$ cat config.mk
export PLATFORM = sky130hd
export DESIGN_NAME = adc_conv_sched
export DESIGN_NICKNAME = d
export VERILOG_FILES = /design/src/rtl/adc_conv_sched.sv
export SDC_FILE = /design/constraint.sdc
export NUM_CORES = 1
export LEC_CHECK = 0
export ABC_AREA = 0
export CORE_MARGIN = 2
export CORE_UTILIZATION = 48
export DETAILED_ROUTE_END_ITERATION = 16
export MAX_ROUTING_LAYER = met4
export PLACE_DENSITY = 0.74
export SYNTH_ARGS = -nofsm -noshare
export SYNTH_HDL_FRONTEND = slang
export SYNTH_SLANG_ARGS = --single-unit
$ cat constraint.sdc
create_clock -name clk -period 1.9 [get_ports clk]
set_input_delay 0.38 -clock clk [delete_from_list [all_inputs] [get_ports clk]]
set_output_delay 0.38 -clock clk [all_outputs]
set_load 0.005 [all_outputs]
$ cat src/rtl/adc_conv_sched.sv
// ADC conversion scheduler: periodic capacitor/power scans plus host-requested
// conversions, arbitrated onto one serial ADC engine with a completion timeout.
module adc_conv_sched #(
  parameter int unsigned SCAN_DIV = 50000,
  parameter int unsigned TIMEOUT  = 4096,
  parameter logic [7:0]  CAP_FULL = 8'd200,
  parameter logic [7:0]  POW_LOW  = 8'd150
) (
  input  logic       clk,
  input  logic       reset_n,
  input  logic       host_req,
  input  logic       host_ch,
  input  logic       err_clr,
  input  logic       eng_done,
  input  logic [7:0] eng_data,
  output logic       eng_start,
  output logic       eng_ch,
  output logic [7:0] cap_v,
  output logic [7:0] pow_v,
  output logic       cap_full,
  output logic       pow_low,
  output logic [7:0] host_data,
  output logic       host_valid,
  output logic       host_busy,
  output logic       timeout_err
);

  localparam int unsigned TW = (SCAN_DIV > 1) ? $clog2(SCAN_DIV) : 1;
  localparam int unsigned WW = (TIMEOUT > 1) ? $clog2(TIMEOUT) : 1;
  localparam logic [TW-1:0] TIMER_LAST = TW'(SCAN_DIV - 1);
  localparam logic [WW-1:0] WAIT_LAST  = WW'(TIMEOUT - 1);

  typedef enum logic [1:0] {S_IDLE, S_ISSUE, S_WAIT, S_STORE} state_t;
  typedef enum logic [1:0] {SRC_HOST, SRC_CAP, SRC_POW} src_t;

  state_t        state, state_nx;
  src_t          src, src_nx;
  logic          ch_nx;
  logic [WW-1:0] wcnt, wcnt_nx;
  logic [TW-1:0] timer;
  logic          tick;
  logic          pend_host, pend_cap, pend_pow, host_ch_q;
  logic          store_en, timeout_hit, serve_clr;

  // Scan timer free-runs regardless of what the engine is doing.
  assign tick = (timer == TIMER_LAST);

  // NOTE: sequential state uses non-blocking assignments so every register
  // samples pre-edge values; blocking here would create order-dependent races.
  always_ff @(posedge clk or negedge reset_n) begin
    if (!reset_n) timer <= '0;
    else if (tick) timer <= '0;
    else           timer <= timer + 1'b1;
  end

  // NOTE: every always_comb output gets a default before the case statement,
  // otherwise unassigned paths would infer latches.
  always_comb begin
    state_nx    = state;
    src_nx      = src;
    ch_nx       = eng_ch;
    wcnt_nx     = wcnt;
    store_en    = 1'b0;
    timeout_hit = 1'b0;
    serve_clr   = 1'b0;
    case (state)
      S_IDLE: begin
        if (pend_host) begin
          state_nx = S_ISSUE;
          src_nx   = SRC_HOST;
          ch_nx    = host_ch_q;
        end else if (pend_cap) begin
          state_nx = S_ISSUE;
          src_nx   = SRC_CAP;
          ch_nx    = 1'b0;
        end else if (pend_pow) begin
          state_nx = S_ISSUE;
          src_nx   = SRC_POW;
          ch_nx    = 1'b1;
        end
      end
      S_ISSUE: begin
        wcnt_nx  = '0;
        state_nx = S_WAIT;
      end
      S_WAIT: begin
        if (eng_done) begin
          store_en = 1'b1;
          state_nx = S_STORE;
        end else if (wcnt == WAIT_LAST) begin
          timeout_hit = 1'b1;
          serve_clr   = 1'b1;
          state_nx    = S_IDLE;
        end else begin
          wcnt_nx = wcnt + 1'b1;
        end
      end
      S_STORE: begin
        serve_clr = 1'b1;
        state_nx  = S_IDLE;
      end
      default: state_nx = S_IDLE;
    endcase
  end

  always_ff @(posedge clk or negedge reset_n) begin
    if (!reset_n) begin
      state  <= S_IDLE;
      src    <= SRC_HOST;
      eng_ch <= 1'b0;
      wcnt   <= '0;
    end else begin
      state  <= state_nx;
      src    <= src_nx;
      eng_ch <= ch_nx;
      wcnt   <= wcnt_nx;
    end
  end

  // A tick landing on the cycle that retires a channel re-arms it.
  always_ff @(posedge clk or negedge reset_n) begin
    if (!reset_n) begin
      pend_host <= 1'b0;
      pend_cap  <= 1'b0;
      pend_pow  <= 1'b0;
      host_ch_q <= 1'b0;
    end else begin
      if (host_req && !pend_host) begin
        pend_host <= 1'b1;
        host_ch_q <= host_ch;
      end else if (serve_clr && src == SRC_HOST) begin
        pend_host <= 1'b0;
      end
      pend_cap <= tick | (pend_cap & ~(serve_clr & (src == SRC_CAP)));
      pend_pow <= tick | (pend_pow & ~(serve_clr & (src == SRC_POW)));
    end
  end

  // Results land on the eng_done edge so they are visible in the STORE cycle.
  always_ff @(posedge clk or negedge reset_n) begin
    if (!reset_n) begin
      cap_v     <= '0;
      pow_v     <= '0;
      cap_full  <= 1'b0;
      pow_low   <= 1'b0;
      host_data <= '0;
    end else if (store_en) begin
      if (!eng_ch) begin
        cap_v    <= eng_data;
        cap_full <= (eng_data >= CAP_FULL);
      end else begin
        pow_v    <= eng_data;
        pow_low  <= (eng_data < POW_LOW);
      end
      if (src == SRC_HOST) host_data <= eng_data;
    end
  end

  always_ff @(posedge clk or negedge reset_n) begin
    if (!reset_n)         timeout_err <= 1'b0;
    else if (timeout_hit) timeout_err <= 1'b1;
    else if (err_clr)     timeout_err <= 1'b0;
  end

  assign eng_start  = (state == S_ISSUE);
  assign host_valid = (state == S_STORE) && (src == SRC_HOST);
  assign host_busy  = pend_host;

endmodule

# [After elaboration in Yosys (flattened, before gate mapping)]
# Cells that the tools add are included.
[totals] in_bits=14 reg_bits=64 out_inout_bits=31 word_cells=81
[classes] bitwise=9 n_reduce_logical=16 n_mux=26 add_sub_neg=2 order_cmp=2 eq_ne=11
[ops] cell="2-to-1 mux 12 bit" count=2
[ops] cell="one-hot mux 12 bit (2 select lines)" count=1
[ops] cell="adder 16 x 1 -> 16 bit, second input constant" count=1
[ops] cell="== test 16 bit, second input constant" count=1
[ops] cell="2-to-1 mux 16 bit" count=1
[ops] cell="2-to-1 mux 2 bit" count=8
[ops] cell="adder 12 x 1 -> 12 bit, second input constant" count=1
[ops] cell="== test 12 bit, second input constant" count=1
[ops] cell="2-to-1 mux 1 bit" count=12
[ops] cell="AND reduction 2 bit" count=5
[ops] cell=">= comparator 8 bit, second input constant" count=1
[ops] cell="less-than comparator 8 bit, second input constant" count=1
[ops] cell="one-hot mux 2 bit (4 select lines)" count=1
[ops] cell="== test 2 bit, second input constant" count=3
[ops] cell="nonzero test 2 bit" count=3
[ops] cell="AND 1 bit" count=4
[ops] cell="== test 2 x 1 -> 1 bit, second input constant" count=2
[ops] cell="zero test 2 bit" count=2
[ops] cell="!= test 2 bit, second input constant" count=2
[ops] cell="!= test 4 bit, second input constant" count=1
[ops] cell="logical AND 1 bit" count=3
[ops] cell="!= test 3 bit, second input constant" count=1
[ops] cell="NOT 1 bit" count=3
[ops] cell="AND reduction 3 bit" count=1
[ops] cell="other kinds (4)" count=5

# [Depth between registers and ports, before layout]
# Gate-level depths: netlist of the first run.
[logic_depth] word_depth=8 ltp_mapped=6 depth_no_buf=5

# [Least setup slack after synthesis of the first run]
# No wires, ideal clock.
[synth_timing] path_kind="register to register" start="reg state[1]" end="reg host_data[6]" setup_time_ns=0.127 n_path_buf=2 t_required_ns=1.773 period_less_slack_ns=1.772 path_slack_ns=0.128 path_stages_with_launch=7 t_arrival_ns=1.644 path_cell_list="dfrtp_1 buf_2 inv_2 or3_1 or3_1 buf_6 mux2_1"
[synth_between] elab_chain_cells=3
[synth_lines] element="start, declared" line_no="36" rtl="state_t state, state_nx;"
[synth_lines] element="start signal, assigned" line_no="113" rtl="state <= state_nx;"
[synth_lines] element="== test 2 bit" line_no="66" rtl="case (state)"
[synth_lines] element="2-to-1 mux 1 bit" line_no="66"
[synth_lines] element="AND reduction 2 bit (no source line)"
[synth_lines] element="end signal, assigned" line_no="155" rtl="if (src == SRC_HOST) host_data <= eng_data;"
[synth_lines] element="end, declared" line_no="22" rtl="output logic [7:0] host_data,"
# No other way between the ends.
# A chain may end at the register's enable or synchronous reset.

# [Worst setup path in the final report of the first run]
[layout_timing] start="reg state[0]" end="out eng_start"
[layout_between] elab_chain_cells=1
[layout_lines] element="== test 2 x 1 -> 1 bit" line_no="165" rtl="assign eng_start = (state == S_ISSUE);"
[layout_lines] element="end, declared" line_no="16" rtl="output logic eng_start,"
# No other way between the ends.

==> metrics, run 1 <==
minimum clock period around 1.9 ns; Required @ worst endpoint between 1.5 and 2 ns; hold slack 0.0389 ns; post-synthesis register bit count 64; Arrival @ worst endpoint 1.47 ns; DR pass1 iterations 4; critical path launch point state[0]$_DFFE_PN0P_; share of the synthesized area in the top cell type 0.552; Worst setup EP type output port; critical path depth in cells 3; Setup Viol. Count Final 0; Critical-path top delay cell clkdlybuf4s50_1; M1 GR Usage 0.278; GR Util met2 0.307; Most used DFF post-synth dfrtp_1; PD cells ~1300 nW/µm²; Critical R2R Launch state[1]$_DFFE_PN0P_; # IOs 45; worst-path fanout max 9; Worst path top cell family by delay buffers and inverters; hold_buf cts 0; top-count cell post-synth dfrtp_1; register-to-register setup slack roughly 0.090 ns; EDFF count, synth 0; busiest grt layer met2; DR vias/cell 5.56; final instance area around 3800 µm²; Final Cycle Share 0.976; CP cell instances nand2_1, inv_1, clkdlybuf4s50_1; Mapped Area between 2000 and 3000 µm²; slowest stage delay, CP roughly 0.50 ns; cell taking the most area after synthesis dfrtp_1; max_slew headroom 0.755; Synth warnings 0; area grow syn2layout 31.4%; Max Fclk between 500 and 600 MHz; CTS Buffer Depth 2; max-slew violation count 0; status completed; share of total power in the clock network 0.212; Clock Root Buffer clkbuf_8; number of DRC markers in iteration 0 around 120; Die Wd approximately 82 µm; H-tree levels 3; Commonest cells post-synth dfrtp_1 (64), mux2_2 (18), nand2_1 (16); Antenna Nets Post-Route 0; vias in the first global route 2243; CTS Buf Count 9; vias 2246; clock sink count 64; first-pass GRT wire length just over 10000 µm; Congestion Overflow GR 0; HPWL Detailed 4370 µm; Flop pwr share 0.421; Psw 1.44 mW; Port Buf Inserts 44; n_diodes 0; Final Skew around 0.012 ns; final core occ 0.648; Routed WL 6160 µm; Mapped Nets between 200 and 300; Hold Vio Cnt, Final 0; startpoint types flip-flop; type of the worst setup path reg2out; Die Y-Extent between 80 and 90 µm; met3 GRT Util 0.0363; Comb power frac 0.367; die area ~6700 µm²; RePlAce Congestion ~0.83; Static Leak 1.64 nW; layout cell share with drive strength beyond 1 0.246; Skew-Pair Late Insertion Delay ~0.34 ns; syn_area_per_cell around 12 µm²; worst hold path class in2async; Worst R2R Path Depth 5; # Max-Cap Violations 0; DR WL/cell ~15 µm; sequential-to-total area share from yosys stat 0.552; initial core utilization 0.493; CTS tree done; Yosys cell types between 40 and 50; # rows 28; Core ar. roughly 6000 µm²; crit path capture eng_start; ranking of synthesized cells by area dfrtp_1 (55%), mux2_2 (7.0%), mux2_4 (3.6%); Post-Synthesis Cells around 250; DRC violations left 0; Reg clk slew, reported paths 0.07 ns; placed inst area 3590 µm²; WP buf/inv 2; ys async rst share 1.00; worst r2r dst pend_pow$_DFF_PN0_; gr usage total 0.209; Slew @ Worst Pin between 0.3 and 0.4 ns; largest net degree at the start of global routing 65; initial antenna violation count 0; Sum Neg Setup Slack 0 ns; Power Internal 3.37 mW; switching part of the total 0.300; Peak VDD IR a little under 0.0008 V; final net count 340
cell type report:
class	instances	area, µm²
Sequential cell	64	1600
Fill cell	465	2070
Clock inverter	7	48.8
Tap cell	75	93.8
Multi-Input combinational cell	174	1280
Clock buffer	9	124
Timing Repair Buffer	68	642
Inverter	7	26.3
worst register-to-register path: cells and delay by family, from the launching register on:
family / cells / cell delay (ns)
AOI/OAI and AO/OA: 2 / 0.64
DFF: 1 / 0.36
buffers and inverters: 1 / 0.16
and+or+nand+nor: 2 / 0.55
logic make-up after synthesis:
logic type	after synthesis	share of synthesized area
buffers and inverters	10	0.0159
AND/OR/NAND/NOR	88	0.170
flip-flops	64	0.552
XOR/XNOR	12	0.0362
multiplexers	28	0.117
adder cells (fa/ha/maj)	2	0.00862
AO/OA/AOI/OAI	44	0.101
cells in the final DEF (no fill, tap or decap), types with 3 or more instances in the layout:
master	n
nor2b_1	4
nand3_1	13
nand4_1	5
clkinv_4	3
o21ai_0	10
inv_1	5
or3_1	3
o311ai_0	3
a21oi_1	12
clkinv_2	3
nor3_1	5
xor2_1	6
and3_1	4
clkbuf_8	9
or4_1	4
buf_4	21
dfrtp_1	63
xnor2_1	6
o41ai_1	3
mux2_4	7
nand2_1	16
nor2_1	12
nor3_2	3
nand2b_1	4
clkdlybuf4s50_1	41
o31ai_1	5
mux2_2	18
o211ai_1	4
per-stage QoR:
stage               total power, mW  setup WS, ns  std cells
CTS                            4.80       0.00971        400
detailed placement             3.77        -0.438        384
global route                   5.10      -0.00737        404
finish                         4.81        0.0452        404
global placement               3.70        -0.352        384
floorplan                      2.75         0.128        248
what timing repair did:
action,CTS,global route
pin swaps,0,5
setup endpoints to repair,13,16
resized for setup,5,5
hold endpoints to repair,0,0
buffers inserted,0,4
worst min-delay path by stage:
stage | slack, ns | startpoint | endpoint | cells after the start
final | 0.04 | reset_n | wcnt[3]$_DFFE_PN0P_ | 2
after global routing | 0.07 | reset_n | wcnt[7]$_DFFE_PN0P_ | 2
after CTS | 0.05 | reset_n | timer[12]$_DFF_PN0_ | 2
after detailed placement | 0.42 | reset_n | src[1]$_DFFE_PN0P_ | 2
after global placement | 0.42 | reset_n | src[1]$_DFFE_PN0P_ | 2
after floorplan | 0.08 | reset_n | cap_full$_DFFE_PN0P_ | 0
sequential cells by signal, summed over array words and instances (netlist names):
signal	flops
src	2
pend_pow	1
state	2
wcnt	12
pend_cap	1
eng_ch	1
cap_full	1
pow_v	8
timer	16
timeout_err	1
cap_v	8
host_busy	1
host_ch_q	1
pow_low	1
host_data	8
power groups by stage:
stage	Clock, mW	Combinational [mW]	Sequential, mW
2_1_floorplan	0	0.752	2.00
3_3_place_gp	0	1.68	2.03
3_5_place_dp	0	1.73	2.04
4_1_cts	1.04	1.73	2.03
5_1_grt	1.11	1.93	2.07
6_report	1.02	1.77	2.02
metal layers:
layer | wire length [µm] | share of wire
met2 | 3000 | 0.49
met5 | 0 | 0
met4 | 125 | 0.020
met3 | 222 | 0.036
met1 | 2810 | 0.46
Note: power is estimated with default switching activity, not from simulation.
==> run 2: changes to the inputs <==
--- a/config.mk
+++ b/config.mk
@@ -5,12 +5,12 @@
 export SDC_FILE = /design/constraint.sdc
 export NUM_CORES = 1
 export LEC_CHECK = 0
-export ABC_AREA = 0
+export ABC_AREA = 1
 export CORE_MARGIN = 2
-export CORE_UTILIZATION = 48
+export CORE_UTILIZATION = 49
 export DETAILED_ROUTE_END_ITERATION = 16
 export MAX_ROUTING_LAYER = met4
-export PLACE_DENSITY = 0.74
+export PLACE_DENSITY = 0.75
 export SYNTH_ARGS = -nofsm -noshare
 export SYNTH_HDL_FRONTEND = slang
 export SYNTH_SLANG_ARGS = --single-unit
==> metrics, run 2 <==
Reg clk slew, reported paths 0.08 ns (was 0.07 ns); switching part of the total 0.309 (was 0.300); Peak VDD IR 0.000892 V (was 0.000777 V); CTS Buffer Depth 2 (unchanged); Skew-Pair Late Insertion Delay 0.35 ns (was 0.34 ns); Commonest cells post-synth nand2_1 (98), dfrtp_1 (64), inv_1 (44) (was dfrtp_1 (64), mux2_2 (18), nand2_1 (16)); WP buf/inv 1 (was 2); DR pass1 iterations 4 (unchanged); Max Fclk 532 MHz (was 539 MHz); worst-path fanout max 3 (was 9); # Max-Cap Violations 0 (unchanged); vias 2594 (was 2246); die area 6890 µm² (was 6690 µm²); PD cells 1290 nW/µm² (was 1260 nW/µm²); DRC violations left 0 (unchanged); post-synthesis mux area share 0.00368 (was 0.117); Setup Viol. Count Final 0 (unchanged); largest net degree at the start of global routing 65 (unchanged); HPWL Detailed 4860 µm (was 4370 µm); clock sink count 64 (unchanged); n_diodes 0 (unchanged); Sum Neg Setup Slack 0 ns (unchanged); Final Skew 0.0118 ns (was 0.0124 ns); area grow syn2layout 26.8% (was 31.4%); Comb power frac 0.315 (was 0.367); layout cell share with drive strength beyond 1 0.0951 (was 0.246); Mapped Area 3060 µm² (was 2900 µm²); Largest Register timer (unchanged); ys async rst share 1.00 (unchanged); RSZ-0062 raised after global routing true; # rows 28 (unchanged); initial antenna violation count 0 (unchanged); gr usage total 0.213 (was 0.209); syn_area_per_cell 8.29 µm² (was 11.7 µm²); Flop pwr share 0.392 (was 0.421); Routed WL 6910 µm (was 6160 µm); share of the synthesized area in the top cell type 0.524 (was 0.552); CP cell instances nor2_2, clkdlybuf4s50_1 (was nand2_1, inv_1, clkdlybuf4s50_1); Yosys cell types 26 (was 48); slowest stage delay, CP 0.53 ns (was 0.50 ns); Slew @ Worst Pin 0.592 ns (was 0.366 ns); Simple-Gate Fraction of Synth Area 0.285 (was 0.170); compound-cell area share of the yosys netlist 0.0773 (was 0.101); Largest register FFs 16 (unchanged); worst r2r dst wcnt[11]$_DFFE_PN0P_ (was pend_pow$_DFF_PN0_); worst hold path class in2async (unchanged); Most used DFF post-synth dfrtp_1 (unchanged); DR vias/cell 5.13 (was 5.56); DR WL/cell 13.7 µm (was 15.3 µm); commonest non-fill, non-tap cell in the layout nand2_1 (was dfrtp_1); Congestion Overflow GR 0 (unchanged); Psw 1.55 mW (was 1.44 mW); Core ar. 5990 µm² (was 5890 µm²); adder-cell share of the synthesized area 0.00818 (was 0.00862); final net count 442 (was 340); ranking of synthesized cells by area dfrtp_1 (52%), nand2_1 (12%), inv_1 (5.4%) (was dfrtp_1 (55%), mux2_2 (7.0%), mux2_4 (3.6%)); vias in the first global route 2459 (was 2243); Die Wd 83.0 µm (was 81.8 µm); type of the worst setup path reg2out (unchanged); number of DRC markers in iteration 0 183 (was 115); Port Buf Inserts 44 (unchanged); first-pass GRT wire length 11500 µm (was 10300 µm); Critical R2R Launch wcnt[0]$_DFFE_PN0P_ (was state[1]$_DFFE_PN0P_); Static Leak 1.85 nW (was 1.64 nW); Power Internal 3.46 mW (was 3.37 mW); top-count cell post-synth nand2_1 (was dfrtp_1); initial core utilization 0.511 (was 0.493); Arrival @ worst endpoint 1.50 ns (was 1.47 ns); max-slew violation count 0 (unchanged); H-tree levels 3 (unchanged); main combinational cell family by area after synthesis simple AND/OR/NAND/NOR gates (unchanged); CTS Buf Count 9 (unchanged); Critical-path top delay cell clkdlybuf4s50_1 (unchanged); Die Y-Extent 83.0 µm (was 81.8 µm); xor/xnor share of the synthesized area 0.0315 (was 0.0362); Hold Vio Cnt, Final 0 (unchanged); sequential-to-total area share from yosys stat 0.524 (was 0.552); register-to-register setup slack 0.24 ns (was 0.09 ns); Worst R2R Path Depth 8 (was 5); Post-Synthesis Cells 369 (was 248); Worst path top cell family by delay buffers and inverters (unchanged); Antenna Nets Post-Route 0 (unchanged); Mapped Nets 385 (was 264); Worst setup EP type output port (unchanged); CTS tree done (unchanged); share of total power in the clock network 0.294 (was 0.212); EDFF count, synth 0 (unchanged); minimum clock period 1.88 ns (was 1.85 ns); Clock Root Buffer clkbuf_8 (unchanged); most used cells in the layout excluding fill and tap cells nand2_1 (98), dfrtp_1 (64), inv_1 (44) (was dfrtp_1 (63), clkdlybuf4s50_1 (41), buf_4 (21)); status completed (unchanged); startpoint types flip-flop (unchanged); final core occ 0.648 (about the same); post-synthesis register bit count 64 (unchanged); Final Cycle Share 0.989 (was 0.976); biggest regs timer: 16 flops, wcnt: 12 flops (unchanged); RePlAce Congestion 0.889 (was 0.828); # IOs 45 (unchanged); cell taking the most area after synthesis dfrtp_1 (unchanged); max_slew headroom 0.602 (was 0.755); Required @ worst endpoint 1.52 ns (about the same); Synth warnings 0 (unchanged)
run 2: changes by cell type in the layout (fill, tap and decap cells not counted), moves of 7 or more:
cell     change
inv_1       +39
mux2_4       -7
nand2_1     +82
a21oi_1      -7
nand3_1     +11
o21ai_0     +23
mux2_2      -17
nand4_1      +8
buf_4       -17
nor2_1      +29
run 2: final cells by class:
type | instances | area, µm²
Fill cell | 487 | 2110
Sequential cell | 64 | 1600
Multi-Input combinational cell | 253 | 1240
Timing Repair Buffer | 50 | 508
Inverter | 48 | 180
Clock buffer | 10 | 138
Clock inverter | 6 | 116
Tap cell | 75 | 93.8
run 2: power by group through the flow:
stage | Combinational [mW] | Sequential, mW | Clock, mW
2_1_floorplan | 0.677 | 1.97 | 0
5_1_grt | 1.74 | 2.01 | 1.54
3_5_place_dp | 1.47 | 1.98 | 0
6_report | 1.58 | 1.96 | 1.47
3_3_place_gp | 1.43 | 1.98 | 0
4_1_cts | 1.52 | 1.96 | 1.49
run 2: repair_timing:
action | 4_1_cts | 5_1_grt
setup buffers | 1 | 2
pin swaps | 0 | 1
gates resized for setup | 1 | 1
endpoints found under the setup margin | 2 | 3
hold buffers | 0 | 0
run 2: routing by layer:
| layer | routed length (µm) | GRT usage | up-vias |
|---|---|---|---|
| li1 | - | - | 1294 |
| met1 | 3120 | 0.266 | 1249 |
| met2 | 3470 | 0.343 | 42 |
| met3 | 216 | 0.0388 | 9 |
| met4 | 100 | 0.0879 | 0 |
| met5 | 0 | - | - |
run 2: how the worst max path moves through the flow:
| stage | start | end | slack (ns) | cells past startpoint |
|---|---|---|---|---|
| after floorplan | wcnt[0]$_DFFE_PN0P_ | wcnt[2]$_DFFE_PN0P_ | 0.42 | 7 |
| after global placement | eng_done | host_busy$_DFFE_PN0P_ | 0.20 | 7 |
| after detailed placement | eng_done | pend_cap$_DFF_PN0_ | 0.14 | 7 |
| after CTS | state[1]$_DFFE_PN0P_ | eng_start | 0.002 | 2 |
| after global routing | state[0]$_DFFE_PN0P_ | eng_start | -0.05 | 3 |
| final | state[1]$_DFFE_PN0P_ | eng_start | 0.02 | 2 |
run 2: cells by family (layout without fill, tap and decap cells):
family | Yosys count | count (layout)
muxes | 1 | 1
and+or+nand+nor | 195 | 195
DFF | 64 | 64
AOI/OAI and AO/OA | 44 | 44
buffers and inverters | 52 | 114
xor gates and xnor gates | 11 | 11
adders and majority gates | 2 | 2
run 2: worst register-to-register path, stage by stage, from the launching register on:
cell and delay [ns]:
dfrtp_1 0.43, ha_1 0.27, nand2_2 0.10, nor2_4 0.18
nand3_4 0.12, a21oi_4 0.20, buf_4 0.18, nand2_1 0.05
o21ai_1 0.07
run 2: metrics by stage:
step | cell area (µm²) | power, mW | instances | hold slack (ns) | worst slack (ns)
global route | 3880 | 5.29 | 506 | 0.0602 | -0.0467
floorplan | 3060 | 2.65 | 369 | 0.0844 | 0.416
global placement | 3590 | 3.41 | 487 | 0.419 | 0.205
finish | 3880 | 5.01 | 506 | 0.0307 | 0.0214
CTS | 3850 | 4.97 | 504 | 0.0378 | 0.00158
detailed placement | 3590 | 3.46 | 487 | 0.414 | 0.138
